[src/rtl/decode_inst_queue.sv]
// decode_inst_queue
//
// Instruction buffer between fetch and decode. Holds up to DEPTH fetched
// {pc, inst, predicted-taken} entries so a decode-side hazard stall keeps the
// oldest entry instead of dropping it. A branch-mispredict flush empties the
// queue. Occupancy and a stall-cycle counter are exported for the debug path.
//
// All state updates on the falling edge of clk, like the other pipeline
// registers. Reset is synchronous and active-high.
//
// Handshake (both sides): a transfer happens on an update edge where valid and
// ready are both 1. in_ready depends only on registered state (never on
// out_ready), and out_valid depends only on registered state (no same-cycle
// bypass from fetch to decode).
//
// Ports:
//   clk            clock (falling-edge updates)
//   rst            synchronous reset, active-high; beats flush, push and pop
//   flush          mispredict flush; empties the queue, beats push and pop
//   in_valid       fetch presents an entry
//   in_ready       queue can accept an entry (not full)
//   in_pc          fetched pc
//   in_inst        fetched instruction bits
//   in_pred_taken  branch predicted taken
//   out_valid      head entry valid for decode (not empty)
//   out_ready      decode consumes the head; low on a data hazard
//   out_pc         head pc (zero when empty)
//   out_inst       head instruction (zero when empty)
//   out_pred_taken head prediction (zero when empty)
//   occupancy      current entry count, 0..DEPTH
//   stall_cnt      saturating count of edges with out_valid=1, out_ready=0

module decode_inst_queue #(
   parameter int XLEN  = 32,
   parameter int DEPTH = 4,
   parameter int CNT_W = 32
) (
   input  logic                         clk,
   input  logic                         rst,
   input  logic                         flush,
   input  logic                         in_valid,
   output logic                         in_ready,
   input  logic [XLEN-1:0]              in_pc,
   input  logic [XLEN-1:0]              in_inst,
   input  logic                         in_pred_taken,
   output logic                         out_valid,
   input  logic                         out_ready,
   output logic [XLEN-1:0]              out_pc,
   output logic [XLEN-1:0]              out_inst,
   output logic                         out_pred_taken,
   output logic [$clog2(DEPTH+1)-1:0]   occupancy,
   output logic [CNT_W-1:0]             stall_cnt
);

   localparam int IDX_W = $clog2(DEPTH);
   localparam int PTR_W = IDX_W + 1;   // extra MSB is the wrap bit
   localparam int OCC_W = $clog2(DEPTH+1);

   logic [PTR_W-1:0] headPtr;
   logic [PTR_W-1:0] tailPtr;
   logic [PTR_W-1:0] count;
   logic             full;
   logic             empty;
   logic             push;
   logic             pop;
   logic [CNT_W-1:0] stallCnt;

   logic [XLEN-1:0]  pcMem   [DEPTH];
   logic [XLEN-1:0]  instMem [DEPTH];
   logic             predMem [DEPTH];

   // Pointer difference modulo 2^PTR_W gives 0..DEPTH thanks to the wrap bit.
   assign count = tailPtr - headPtr;
   assign full  = (count == PTR_W'(DEPTH));
   assign empty = (count == '0);

   assign in_ready  = !full;
   assign out_valid = !empty;

   assign push = in_valid & in_ready;
   assign pop  = out_valid & out_ready;

   assign occupancy = OCC_W'(count);
   assign stall_cnt = stallCnt;

   // Head payload is gated to zero when empty so stale or never-written
   // storage never leaks onto the decode bus.
   always_comb begin
      out_pc         = '0;
      out_inst       = '0;
      out_pred_taken = 1'b0;
      if (!empty) begin
         out_pc         = pcMem[headPtr[IDX_W-1:0]];
         out_inst       = instMem[headPtr[IDX_W-1:0]];
         out_pred_taken = predMem[headPtr[IDX_W-1:0]];
      end
   end

   // Pointers and stall counter.
   always_ff @(negedge clk) begin
      if (rst) begin
         headPtr  <= '0;
         tailPtr  <= '0;
         stallCnt <= '0;
      end else begin
         if (flush) begin
            // Incoming entry and any same-edge pop are discarded.
            headPtr <= '0;
            tailPtr <= '0;
         end else begin
            if (push) tailPtr <= tailPtr + 1'b1;
            if (pop)  headPtr <= headPtr + 1'b1;
         end
         // A flush edge is not a hazard stall; the counter survives flushes.
         if (out_valid && !out_ready && !flush && (stallCnt != '1))
            stallCnt <= stallCnt + 1'b1;
      end
   end

   // Payload storage; not reset, only written on an accepted push.
   always_ff @(negedge clk) begin
      if (push && !rst && !flush) begin
         pcMem[tailPtr[IDX_W-1:0]]   <= in_pc;
         instMem[tailPtr[IDX_W-1:0]] <= in_inst;
         predMem[tailPtr[IDX_W-1:0]] <= in_pred_taken;
      end
   end

endmodule

[config.mk]
export PLATFORM = sky130hd
export DESIGN_NAME = decode_inst_queue
export DESIGN_NICKNAME = d
export VERILOG_FILES = /design/src/rtl/decode_inst_queue.sv
export SDC_FILE = /design/constraint.sdc
export NUM_CORES = 1
export LEC_CHECK = 0
export CORE_UTILIZATION = 58
export DETAILED_ROUTE_END_ITERATION = 6
export PLACE_DENSITY = 0.84
export SKIP_CTS_REPAIR_TIMING = 1
export SYNTH_ARGS = -nofsm -noshare
export SYNTH_HDL_FRONTEND = slang
export SYNTH_SLANG_ARGS = --single-unit
export TNS_END_PERCENT = 10
[constraint.sdc]
create_clock -name clk -period 8.2 [get_ports clk]
set_input_delay 1.23 -clock clk [delete_from_list [all_inputs] [get_ports clk]]
set_output_delay 1.23 -clock clk [all_outputs]
set_load 0.05 [all_outputs]
Yosys cells after proc, flatten, opt, wreduce, memory -nomap -nowiden
Memory sizes are Yosys's and may differ from the RTL's. A register that Yosys moved wholly into a read port is not among the register bits.
Cells that the tools add are included.
W data, S select, Z words.
{ "word_totals": {"reg_bits": 38, "mem_bits_ro": 0, "out_inout_bits": 102, "latch_bits": 0, "ramBits": 260, "n_memories": 3} }
{ "memory_table": {"columns": ["name", "depth", "word_bits", "rd", "rd_clocked_by_memory_dff", "write_ports", "line_no", "rtl"], "rows": [
  ["instMem", 4, 32, 1, 1, 1, "69", "logic [XLEN-1:0] instMem [DEPTH];"],
  ["pcMem", 4, 32, 1, 1, 1, "68", "logic [XLEN-1:0] pcMem [DEPTH];"],
  ["predMem", 4, 1, 1, 1, 1, "70", "logic predMem [DEPTH];"]
]} }
{ "classes": {"n_reduce_logical": 12, "div": 0, "multipliers": 0, "n_shift": 0, "n_eq_ne": 2, "bitwise": 2, "n_mux": 11, "addsub": 4, "order_cmp": 0} }
{ "op_table": {"columns": ["op", "count"], "rows": [
  ["$mux W32", 2],
  ["$add A32 B1 Y32 const B", 1],
  ["$ne A32 B32 Y1 const B", 1],
  ["$mux W2", 6],
  ["$add A3 B1 Y3 const B", 2],
  ["$logic_and A1 B1 Y1", 5],
  ["$logic_not A1 Y1", 5],
  ["$eq A3 B3 Y1 const B", 1],
  ["$logic_not A3 Y1", 1],
  ["$mux W1", 3],
  ["$sub A3 B3 Y3", 1],
  ["$and A1 B1 Y1", 2],
  ["$reduce_or A2 Y1", 1]
]} }

Logic depth before layout (Yosys ltp)
{ "depth": {"word_depth": 8, "depth_mapped": 11, "depth_no_buf": 8} }

==> impl_metrics.py <==
metrics = {
    "status": {
        "outcome": "complete, but fails checks",
        "failed_checks": "setup timing",
    },
    "yosys": {
        "mappedNetlistNets": 748,
        "yosys-mux-area-fraction": 0.132,
        "simple_gate_portion_of_the_synthesized_area": 0.0921,
        "synth_compound_area_frac": 0.0235,
        "post_synth_fa_ha_maj_area_fraction": 0.00901,
        "mean_post_synth_cell_area_um2": 17.8,
        "ys_types": 40,
        "synth-main-ff-cell": "sky130_fd_sc_hd__edfxtp_1",
        "synth_area_um2": 11900,
        "synth-edff-count": 260,
        "synth_top_family_by_area": "multiplexers",
        "post-synth-top-area-cell": "sky130_fd_sc_hd__edfxtp_1",
        "synth_sequential_area_ratio": 0.721,
        "synthesis.yosys.warnings": 0,
        "syn-instance-count": 670,
        "synth_largest_type_area_fraction": 0.654,
        "ys_top_cells_by_count": "260 x sky130_fd_sc_hd__edfxtp_1, 70 x sky130_fd_sc_hd__and2_1, 65 x sky130_fd_sc_hd__mux4_2",
        "yosysMostFrequentCell": "sky130_fd_sc_hd__edfxtp_1",
        "synth.area.top_cells": "sky130_fd_sc_hd__edfxtp_1 65%, sky130_fd_sc_hd__mux4_2 12%, sky130_fd_sc_hd__dfxtp_1 6.7%, sky130_fd_sc_hd__and2_1 3.7%, sky130_fd_sc_hd__a21oi_1 0.96%",
        "flops_latches_synth": 300,
        "postSynth.asyncResetShare": 0,
        "xor_and_xnor_fraction_of_the_mapped_netlist_area": 0.00503,
    },
    "detailed_routing": {
        "wl_per_cell_um": 19.3,
        "drt_first_iter_violations": 432,
        "detail_route.vias_per_cell": 5.46,
        "wirelength_um": 28000,
        "remaining_drcs": 0,
        "detail_route.first_pass.iterations": 5,
        "vias": 7888,
        "final_antenna_net_count": 0,
    },
    "timing": {
        "grt_setup_unrepaired": "yes",
        "totalNegativeSetupSlack_ns": -2.44,
        "fin_ws_ns": -0.0850,
        "fin_hold_ws_ns": 0.501,
        "slew-limit-headroom": 0.551,
        "final-hold-violation-count": 0,
        "clock-skew-final_ns": 0.0401,
        "setup_violation_total_in_the_final_timing_report": 50,
        "tightest_slew_ns": 0.673,
        "final-max-slew-violation-count": 0,
    },
    "die": {
        "floorplan.initialDensity": 0.590,
        "die-width_um": 146,
        "floorplan.rows": 52,
        "dieHeight_um": 146,
        "core_box_area_um2": 20200,
        "design.portCount": 172,
        "die_ar_um2": 21200,
    },
    "cts": {
        "max-clock-path-buffers": 3,
        "cts-buffers-inserted": 31,
        "cts_root_buf": "sky130_fd_sc_hd__clkbuf_16",
        "cts_tree": "built",
        "cts_max_level": 1,
        "clkTransAtPathRegs_ns": 0.05,
        "clock_sinks": 300,
        "clkLatencyLatePin_ns": 0.63,
    },
    "global_routing": {
        "gr-usage-all-layers": 0.269,
        "grt-ovfl-total": 0,
        "antenna_found_initial": 1,
        "first_global_vias": 8880,
        "grt_first_pass_wirelength_um": 43500,
        "pin_count_of_the_biggest_net_entering_global_routing": 44,
    },
    "setup_path": {
        "worstRegToRegCells": 9,
        "slowest_delay_ns": 0.37,
        "setup.worst_path.class": "reg2out",
        "critical_path.startpoint_type": "flop",
        "setup.reg_to_reg.worst_slack_ns": 5.13,
        "cp_data_required_time_ns": 6.97,
        "crit_path_arrival_time_ns": 7.06,
        "dominant_cell_type_by_count_on_the_critical_path": "sky130_fd_sc_hd__buf_4",
        "crit_fanout": 22,
        "timing.critical_path.slowest_stage_cell": "sky130_fd_sc_hd__fa_1",
        "worstSetupEndpointType": "output pin",
        "timing.critical_path.cells": "inv_1 > ha_1 > fa_1 > xor3_2 > or2_4 > buf_4 > and2_1 > buf_4",
    },
    "pwr": {
        "pwr_density_cell_nw_per_um2": 254,
        "p_leak_nw": 6.53,
        "vdd_drop_max_v": 0.000174,
    },
    "layout": {
        "antennaDiodeCount": 0,
        "post_route_cells_drive_above_1_share": 0.179,
        "num-nets-final": 1230,
        "fillCellCount": 1061,
        "area.growth.synth_to_final_pct": 33.9,
        "multiInputGateArea_um2": 3130,
        "seq_area_um2": 8620,
        "post_layout_nonfiller_instances": 1446,
    },
    "worst_hold_path": {
        "min_delay_path_class": "reg2reg",
        "hold_depth": 2,
    },
    "placed_design": {
        "dp_cells": 1090,
        "io_buffer_count": 171,
        "gpl.final_weighted_congestion": 0.786,
        "dp_hpwl_um": 15400,
    },
    "flow_run": {
        "cap_violations": 0,
    },
}
==> worst max-delay path, delay by kind of cell, from the launching register on <==
kind | cells | cell delay, ns
flip-flops | 1 | 0.36
XOR/XNOR | 1 | 0.28
buffers and inverters | 3 | 0.54
adder cells (fa/ha/maj) | 2 | 0.59
AND/OR/NAND/NOR | 2 | 0.55
==> per-stage QoR <==
stage	power (mW)	util	worst slack (ns)	instance area (µm²)
floorplan	2.13	-	0.101	11900
global placement	2.25	0.685	0.274	13900
detailed placement	2.26	0.685	0.156	13900
CTS	4.13	0.793	-0.508	16000
global route	4.29	0.791	-0.174	16000
finish	4.07	0.791	-0.0850	16000
==> per-layer routing <==
| layer | part of all wire | vias to the layer above | GRT usage | wire (µm) |
|---|---|---|---|---|
| met1 | 0.38 | 3924 | 0.294 | 10500 |
| met4 | 0.015 | 2 | 0.126 | 427 |
| met2 | 0.55 | 307 | 0.471 | 15300 |
| met5 | 0.00046 | - | 0 | 13 |
| met3 | 0.060 | 40 | 0.0909 | 1690 |
| li1 | - | 3615 | - | - |
==> where the power goes <==
| group | internal [mW] | switching (mW) |
|---|---|---|
| sequential | 1.69 | 0.00717 |
| combinational | 0.114 | 0.210 |
| clock | 1.05 | 1.00 |
==> logic make-up (layout without fill, tap and decap cells) <==
family / after synthesis / after routing
XOR/XNOR: 5 / 5
flip-flops: 300 / 300
AND/OR/NAND/NOR: 188 / 188
multiplexers: 75 / 75
buffers and inverters: 47 / 553
adder cells (fa/ha/maj): 8 / 8
AO/OA/AOI/OAI: 47 / 47
==> final cells by class <==
type,instances,share of cell area
clock inverters,326,0.0876
clock buffers,31,0.0485
inverters,10,0.00235
multi-input cells,323,0.196
well taps,270,0.0211
flip-flops and latches,300,0.539
repair buffers,186,0.106
==> path summary, 6_finish.rpt <==
path / end / start
max: out_inst[0] / tailPtr[0]
min: tailPtr[1] / tailPtr[1]
max reg2reg: stall_cnt[18] / tailPtr[0]
min reg2reg: tailPtr[1] / tailPtr[1]
==> placed cells by master (no fill, tap or decap), types with 6 or more instances in the layout <==
cell type	n
sky130_fd_sc_hd__inv_1	314
sky130_fd_sc_hd__edfxtp_1	260
sky130_fd_sc_hd__clkdlybuf4s50_1	103
sky130_fd_sc_hd__and2_1	66
sky130_fd_sc_hd__mux4_2	65
sky130_fd_sc_hd__buf_4	63
sky130_fd_sc_hd__dfxtp_1	38
sky130_fd_sc_hd__clkbuf_16	31
sky130_fd_sc_hd__a21oi_1	23
sky130_fd_sc_hd__nor2_1	22
sky130_fd_sc_hd__nand2_1	19
sky130_fd_sc_hd__o31ai_1	15
sky130_fd_sc_hd__or4_1	15
sky130_fd_sc_hd__nand4_1	14
sky130_fd_sc_hd__clkbuf_2	12
sky130_fd_sc_hd__nand3_1	10
sky130_fd_sc_hd__clkinvlp_2	10
sky130_fd_sc_hd__mux2_1	8
sky130_fd_sc_hd__nor2b_1	7
sky130_fd_sc_hd__ha_1	7
sky130_fd_sc_hd__nor4_1	6
sky130_fd_sc_hd__o21ai_0	6
sky130_fd_sc_hd__or3_1	6
==> flip-flops by register name, summed over array words and instances (netlist names), named ones only <==
signal / count
headPtr: 3
instMem: 128
pcMem: 128
predMem: 4
stall_cnt: 32
tailPtr: 3
(Power assumes the default switching activity.)
